<file path="config.mk">
export PLATFORM = sky130hd
export DESIGN_NAME = ram_word_array
export DESIGN_NICKNAME = d
export VERILOG_FILES = /design/src/rtl/ram_pkg.sv /design/src/rtl/onehot_check.sv /design/src/rtl/ram_word_array.sv
export SDC_FILE = /design/constraint.sdc
export NUM_CORES = 1
export LEC_CHECK = 0
export BUFFER_PORTS_ARGS = -buffer_cell sky130_fd_sc_hd__buf_4
export CORE_ASPECT_RATIO = 0.8
export CORE_UTILIZATION = 52
export DETAILED_ROUTE_END_ITERATION = 6
export MAX_ROUTING_LAYER = met4
export PLACE_DENSITY = 0.68
export SLEW_MARGIN = 10
export SYNTH_ARGS = -nofsm -noshare
export SYNTH_HDL_FRONTEND = slang
export SYNTH_SLANG_ARGS = --single-unit
</file>
<file path="constraint.sdc">
create_clock -name clk -period 2.2 [get_ports clk]
set_input_delay 0.44 -clock clk [delete_from_list [all_inputs] [get_ports clk]]
set_output_delay 0.44 -clock clk [all_outputs]
set_load 0.01 [all_outputs]
</file>
<file path="src/rtl/ram_pkg.sv">
// Shared constants and FSM state type for the word-array RAM.
// The default geometry matches a 3-to-8 address decoder driving eight 8-bit words.
package ram_pkg;

    localparam int DEFAULT_WORDS = 8;
    localparam int DEFAULT_WIDTH = 8;

    typedef enum logic {
        ST_IDLE  = 1'b0,
        ST_CLEAR = 1'b1
    } state_t;

    // Clear-counter width, kept at least 1 bit so a single-word array still has a counter.
    function automatic int cnt_width(input int words);
        return (words > 1) ? $clog2(words) : 1;
    endfunction

endpackage

</file>
<file path="src/rtl/onehot_check.sv">
// Combinational one-hot test: o_valid is 1 only when exactly one bit of i_vec is set.
// Clearing the lowest set bit leaves zero only for a power of two.
module onehot_check #(
    parameter int N = 8
) (
    input  logic [N-1:0] i_vec,
    output logic         o_valid
);

    logic [N-1:0] w_low_cleared;

    assign w_low_cleared = i_vec & (i_vec - N'(1));
    assign o_valid       = (i_vec != '0) && (w_low_cleared == '0);

endmodule

</file>
<file path="src/rtl/ram_word_array.sv">
// Register-file style RAM addressed by one-hot word selects, with a single-cycle
// access handshake and a sequential whole-array clear that walks one word per cycle.
module ram_word_array
    import ram_pkg::*;
#(
    parameter int WORDS = DEFAULT_WORDS,
    parameter int WIDTH = DEFAULT_WIDTH
) (
    input  logic             clk,
    input  logic             rst_n,
    input  logic             req,
    input  logic             we,
    input  logic [WORDS-1:0] sel,
    input  logic [WIDTH-1:0] din,
    input  logic             clr,
    output logic             ready,
    output logic             ack,
    output logic [WIDTH-1:0] dout,
    output logic             err
);

    localparam int CNT_W = cnt_width(WORDS);

    state_t           r_state;
    state_t           w_next_state;
    logic [CNT_W-1:0] r_clr_cnt;
    logic [WIDTH-1:0] r_mem [WORDS];
    logic             r_ack;
    logic             r_err;
    logic [WIDTH-1:0] r_dout;

    logic             w_sel_valid;
    logic             w_accept;
    logic             w_wr_en;
    logic             w_clearing;
    logic             w_clr_last;
    logic [WIDTH-1:0] w_rd_data;

    onehot_check #(
        .N(WORDS)
    ) u_onehot_check (
        .i_vec  (sel),
        .o_valid(w_sel_valid)
    );

    assign ready      = (r_state == ST_IDLE);
    // A clear request wins over an access arriving in the same cycle.
    assign w_accept   = req && ready && !clr;
    assign w_wr_en    = w_accept && we && w_sel_valid;
    assign w_clearing = (r_state == ST_CLEAR);
    assign w_clr_last = (r_clr_cnt == CNT_W'(WORDS - 1));

    always_ff @(posedge clk or negedge rst_n) begin
        if (!rst_n) begin
            r_state <= ST_IDLE;
        end else begin
            r_state <= w_next_state;
        end
    end

    // NOTE: assign every always_comb output a default first so no path infers a latch.
    always_comb begin
        w_next_state = r_state;
        case (r_state)
            ST_IDLE:  if (clr)        w_next_state = ST_CLEAR;
            ST_CLEAR: if (w_clr_last) w_next_state = ST_IDLE;
            default:                  w_next_state = ST_IDLE;
        endcase
    end

    // The counter leaves CLEAR on the same edge that zeroes the last word.
    always_ff @(posedge clk or negedge rst_n) begin
        if (!rst_n) begin
            r_clr_cnt <= '0;
        end else if (w_clearing) begin
            r_clr_cnt <= w_clr_last ? '0 : r_clr_cnt + CNT_W'(1);
        end
    end

    // NOTE: the array is flops, not a RAM macro, so it can and must be cleared by reset.
    for (genvar g = 0; g < WORDS; g++) begin : g_word
        always_ff @(posedge clk or negedge rst_n) begin
            if (!rst_n) begin
                r_mem[g] <= '0;
            end else if (w_clearing && (r_clr_cnt == CNT_W'(g))) begin
                r_mem[g] <= '0;
            end else if (w_wr_en && sel[g]) begin
                r_mem[g] <= din;
            end
        end
    end

    // AND-OR mux; only meaningful when sel is one-hot, which is the only case it is used.
    always_comb begin
        w_rd_data = '0;
        for (int i = 0; i < WORDS; i++) begin
            if (sel[i]) w_rd_data = w_rd_data | r_mem[i];
        end
    end

    always_ff @(posedge clk or negedge rst_n) begin
        if (!rst_n) begin
            r_ack  <= 1'b0;
            r_err  <= 1'b0;
            r_dout <= '0;
        end else begin
            r_ack <= w_accept;
            r_err <= w_accept && !w_sel_valid;
            if (w_accept) begin
                if (!w_sel_valid) begin
                    r_dout <= '0;
                end else if (!we) begin
                    r_dout <= w_rd_data;
                end
            end
        end
    end

    assign ack  = r_ack;
    assign err  = r_err;
    assign dout = r_dout;

endmodule

</file>
; Yosys cells after proc, flatten, opt, wreduce, memory -nomap -nowiden
; Cells that the tools add are included.
[word_totals]
ff_bits = 78
in_bits = 21
out_inout_bits = 11
elab_cells = 98
[classes]
add_sub_neg = 2
eq_ne = 8
mux = 30
bitwise_logic = 9
reduce_logical = 36
[ops]
columns = cell, count
row1 = two-way mux 8 bit, 26
row2 = bitwise OR 8 bit, 7
row3 = logical AND 1 bit, 22
row4 = nonzero test 2 bit, 8
row5 = equality test 3 bit (second input constant), 4
row6 = bitwise AND 8 bit, 1
row7 = logical NOT 8 bit, 1
row8 = nonzero test 8 bit, 1
row9 = subtractor 8 x 1 -> 8 bit (second input constant), 1
row10 = equality test 3 x 2 -> 1 bit (second input constant), 2
row11 = adder 3 x 1 -> 3 bit (second input constant), 1
row12 = equality test 3 x 1 -> 1 bit (second input constant), 1
row13 = logical NOT 3 bit, 1
row14 = two-way mux 3 bit, 1
row15 = logical NOT 1 bit, 2
row16 = two-way mux 1 bit, 2
row17 = inequality test 2 bit (second input constant), 1
row18 = case mux 1 bit (2 select lines), 1
row19 = AND reduction 2 bit, 1
row20 = NOT 1 bit, 1

; Longest topological paths before layout
[depth]
ltp_word = 17
mapped_depth = 7
depth_no_buf = 5

; By module
; Synthesis repeated with hierarchy kept, for this count alone.
[hier_totals]
cells_unflattened = 389
area_unflattened_um2 = 3932.5
[modules_own_cells]
columns = mod, n_inst, cells_per_inst, area_per_inst_um2, seq_area_each_um2
row1 = ram_word_array, 1, 374, 3842.4, 1951.9
row2 = onehot_check, 1, 15, 90.1, 0.0

; Least setup slack after synthesis
; Ideal clock, no wire load.
[synth_timing]
path_type = input -> register
start = input port sel[4]
end = register r_mem[0] (netlist bit)
setup_ns = 0.079
t_arrival_ns = 2.006
t_required_ns = 2.121
slack_ns = 0.114
path_stages = 7
path_buffers = 2
path_cell_list = buf_2 -> a211oi_1 -> nor2_1 -> nor3_4 -> o211a_1 -> buf_6 -> mux2i_1
[synth_between]
elab_chain_len = 7
word_cells_on_any_way = 8
classes_between = 1 x add/sub / 1 x bitwise / 6 x reduce/logical
[synth_rtl]
columns = element, line
row1 = "start, declared", ram_word_array.sv:13  ; input logic [WORDS-1:0] sel,
row2 = subtractor 8 x 1 -> 8 bit, onehot_check.sv:12  ; assign w_low_cleared = i_vec & (i_vec - N'(1));
row3 = bitwise AND 8 bit, onehot_check.sv:12
row4 = logical NOT 8 bit, onehot_check.sv:13  ; assign o_valid = (i_vec != '0) && (w_low_cleared == '0);
row5 = logical AND 1 bit *, onehot_check.sv:13
row6 = logical AND 1 bit *, ram_word_array.sv:49  ; assign w_wr_en = w_accept && we && w_sel_valid;
row7 = logical AND 1 bit *, ram_word_array.sv:87  ; end else if (w_wr_en && sel[g]) begin
row8 = nonzero test 2 bit (no line) *, -
row9 = "end signal, assigned by index", ram_word_array.sv:88  ; r_mem[g] <= din;
row10 = "end, declared", ram_word_array.sv:27  ; logic [WIDTH-1:0] r_mem [WORDS];
; Mark *: on every way between the ends. The rest lies on a longest branch, timed or not.
; A chain may end at the register's enable or synchronous reset.

; Final worst setup path
[layout_timing]
start = register r_state
end = register r_mem[2] (netlist bit)
[layout_between]
elab_chain_len = 7
word_cells_on_any_way = 9
classes_between = 1 x mux / 1 x bitwise / 7 x reduce/logical
[layout_rtl]
columns = element, line
row1 = "start, declared", ram_word_array.sv:24  ; state_t r_state;
row2 = "start signal, assigned", ram_word_array.sv:57  ; r_state <= w_next_state;
row3 = NOT 1 bit, ram_word_array.sv:46  ; assign ready = (r_state == ST_IDLE);
row4 = logical AND 1 bit (2 in series), ram_word_array.sv:48  ; assign w_accept = req && ready && !clr;
row5 = logical AND 1 bit (2 in series), ram_word_array.sv:49
row6 = logical AND 1 bit, ram_word_array.sv:87
row7 = nonzero test 2 bit (no line), -
; Parallel ways exist; a longest one is shown, timed or not.

==> impl_metrics.ini <==
[outcome]
outcome = completed

[floorplan]
die_h_um = 79.6
dieWidth_um = 99.0
num_rows = 27
coreArea_um2 = 7060
initial_core_util_pct = 55.4
dieArea_um2 = 7870
num_io_pins = 32

[worst_setup_path]
cp_top_family = simple AND/OR/NAND/NOR gates
worst_path_largest_cell_delay_ns = 0.59
arrival_ns = 2.18
crit_type = reg2reg
path_buf_inv = 2
cp-end-kind = flip-flop
r2r_start = r_state$_DFF_PN0_
cp_max_fo = 8
path_cells = or3b_2 > nor2_8 > buf_12 > o211a_1 > buf_12 > mux2i_1
crit_end = r_mem[2]$_DFFE_PN0P_
cp_slowest_cell = or3b_2
startpoint = r_state$_DFF_PN0_
cp.required_ns = 2.48
regToRegSetupSlack_ns = 0.30
crit_top_cell = buf_12
cp_num_cells = 6
ff2ff_path_depth = 6
r2r-end = r_mem[2]$_DFFE_PN0P_
crit_path_start_kind = flip-flop

[hold_path]
hp-class = in2async

[final_layout]
n_fill_cell = 555
drive_gt1_share_pct = 18.7
syn_to_final_growth_pct = 18.7
final_nets = 429
n_antenna_cell = 0

[synthesis]
synthCells = 357
synth.largest_area_cell = dfrtp_1
synth_fp_nets = 384
synth_cell_type_count = 32
yosys-top-cells-area = dfrtp_1 50%, mux2i_1 17%, nand2_1 8.0%
synth-async-reset-ratio_pct = 100
synth-main-ff-cell = dfrtp_1
synth_top_area_share_pct = 49.9
syn_area_per_cell_um2 = 11.0
ys_seq_elements = 78
synth_area_um2 = 3910
yosys_warnings = 0
synth.most_common_cell = nand2_1
yosysSeqAreaShare_pct = 49.9
synth_top_cells_by_count = 83 x nand2_1, 78 x dfrtp_1, 65 x mux2i_1
synth_edf_count = 0

[global_route]
grt_use_met2_pct = 44.0
grt_max_degree = 79
grtUsageMet1_pct = 35.1
antenna_found_initial = 0
first_global_vias = 3047
grt.busiest_layer = met2
use_met3_pct = 7.97
grt_util_all_layers_pct = 27.8
grt_first_pass_wirelength_um = 15700
grt_overflow = 0

[sta]
tns_ns = 0
rsz0062_at_grt = no
relSlewSlack_pct = 67.9
max_freq_mhz = 527
finalMaxSlewViolations = 0
setup_viol = 0
clock_skew_ns = 0.00722
hold_slack_ns = 0.0637
hold_viol = 0
worst_slew_pin_slew_ns = 0.481
layout_worst_path_cycle_share_pct = 86.3
period_needed_ns = 1.90

[routing]
wl_per_cell_um = 19.0
dr.pass1.iters = 4
vias = 2939
vias_per_cell = 5.96
wirelength_um = 9390
drtIter0Drc = 273
drc = 0
drtAntennaViolNets = 0

[pwr]
power.leakage_uw = 0.00238
p_total_uw = 3280
power_density_nw_per_um2 = 706
ir_drop_mv = 0.650

[clock_network]
htree_levels = 3
cts_buffer_depth = 2
post_cts_buffers = 0
numCtsBuffers = 9
cts_tree = yes
postCtsHoldBufs = 0
post_cts_resized = 0
clkLatencyLatePin_ns = 0.36
cts_root_buffer = clkbuf_8
cts_sinks = 78
cts.reportedPaths.clkPinSlew_ns = 0.08

[place]
dp_hpwl_um = 6840
portBuffers = 31
gp_congestion = 0.868

[job]
cap_viol_max_count = 0
layer usage:
metal / wire (um) / vias to the layer above
met5: 0 / -
met3: 635 / 12
li1: - / 1361
met2: 4450 / 90
met4: 133 / 0
met1: 4170 / 1476
report_power, final:
group,total [uW],internal [uW],switching (uW)
sequential,1560,1500,53.4
combinational,628,199,429
clock,1090,581,512
how the worst min path moves through the flow:
stage                from             to  depth (start not counted)
floorplan           rst_n  ack$_DFF_PN0_                          0
global placement    rst_n  err$_DFF_PN0_                          2
detailed placement  rst_n  err$_DFF_PN0_                          2
CTS                 rst_n  err$_DFF_PN0_                          2
global route        rst_n  err$_DFF_PN0_                          2
finish              rst_n  err$_DFF_PN0_                          2
state kept, by name, indices dropped and copies added (netlist names):
| register | count |
|---|---|
| r_mem | 64 |
| dout | 8 |
| r_clr_cnt | 3 |
| ack | 1 |
| err | 1 |
| r_state | 1 |
worst register-to-register path: cells and delay by family (launching register included):
kind | cells | cell delay [ns]
muxes | 1 | 0.19
DFF | 1 | 0.38
buffers and inverters | 2 | 0.30
and+or+nand+nor | 2 | 0.74
AOI/OAI and AO/OA | 1 | 0.21
cell type report:
cell class                 instances  area, um^2  area share, %
clock buffer                      12         155           3.34
clock inverter                     3        43.8          0.943
inverter                          15        56.3           1.21
multi-input combinational        248        1830           39.3
sequential                        78        1950           42.0
tap                               87         109           2.35
timing repair buffer              50         500           10.8
cells by family after synthesis:
kind of cell	share of synthesized area, %
simple gates	15.6
flops	49.9
mux	16.6
compound gates	12.5
buf+inv	3.39
fa+ha+maj	1.92
per-stage QoR:
stage	area, um^2	setup WS, ns	util (%)	cells
floorplan	3910	0.114	-	357
global placement	4440	0.171	62.9	478
detailed placement	4440	0.132	62.9	478
CTS	4640	0.291	65.7	493
global route	4640	0.220	65.7	493
finish	4640	0.301	65.7	493
cell usage in the layout (no fill, tap or decap), types with 2 or more instances in the layout:
cell and n:
and4_1 8, inv_1 15, o21ai_0 2, nor2_1 13
nand2_1 83, buf_4 40, nand4b_1 4, nand3_1 6
a211oi_1 2, buf_12 10, ha_1 6, a22oi_1 32
mux2i_1 65, dfrtp_1 78, o211ai_4 6, clkbuf_8 11
o221ai_1 8
Note: power is estimated with default switching activity, not from simulation.
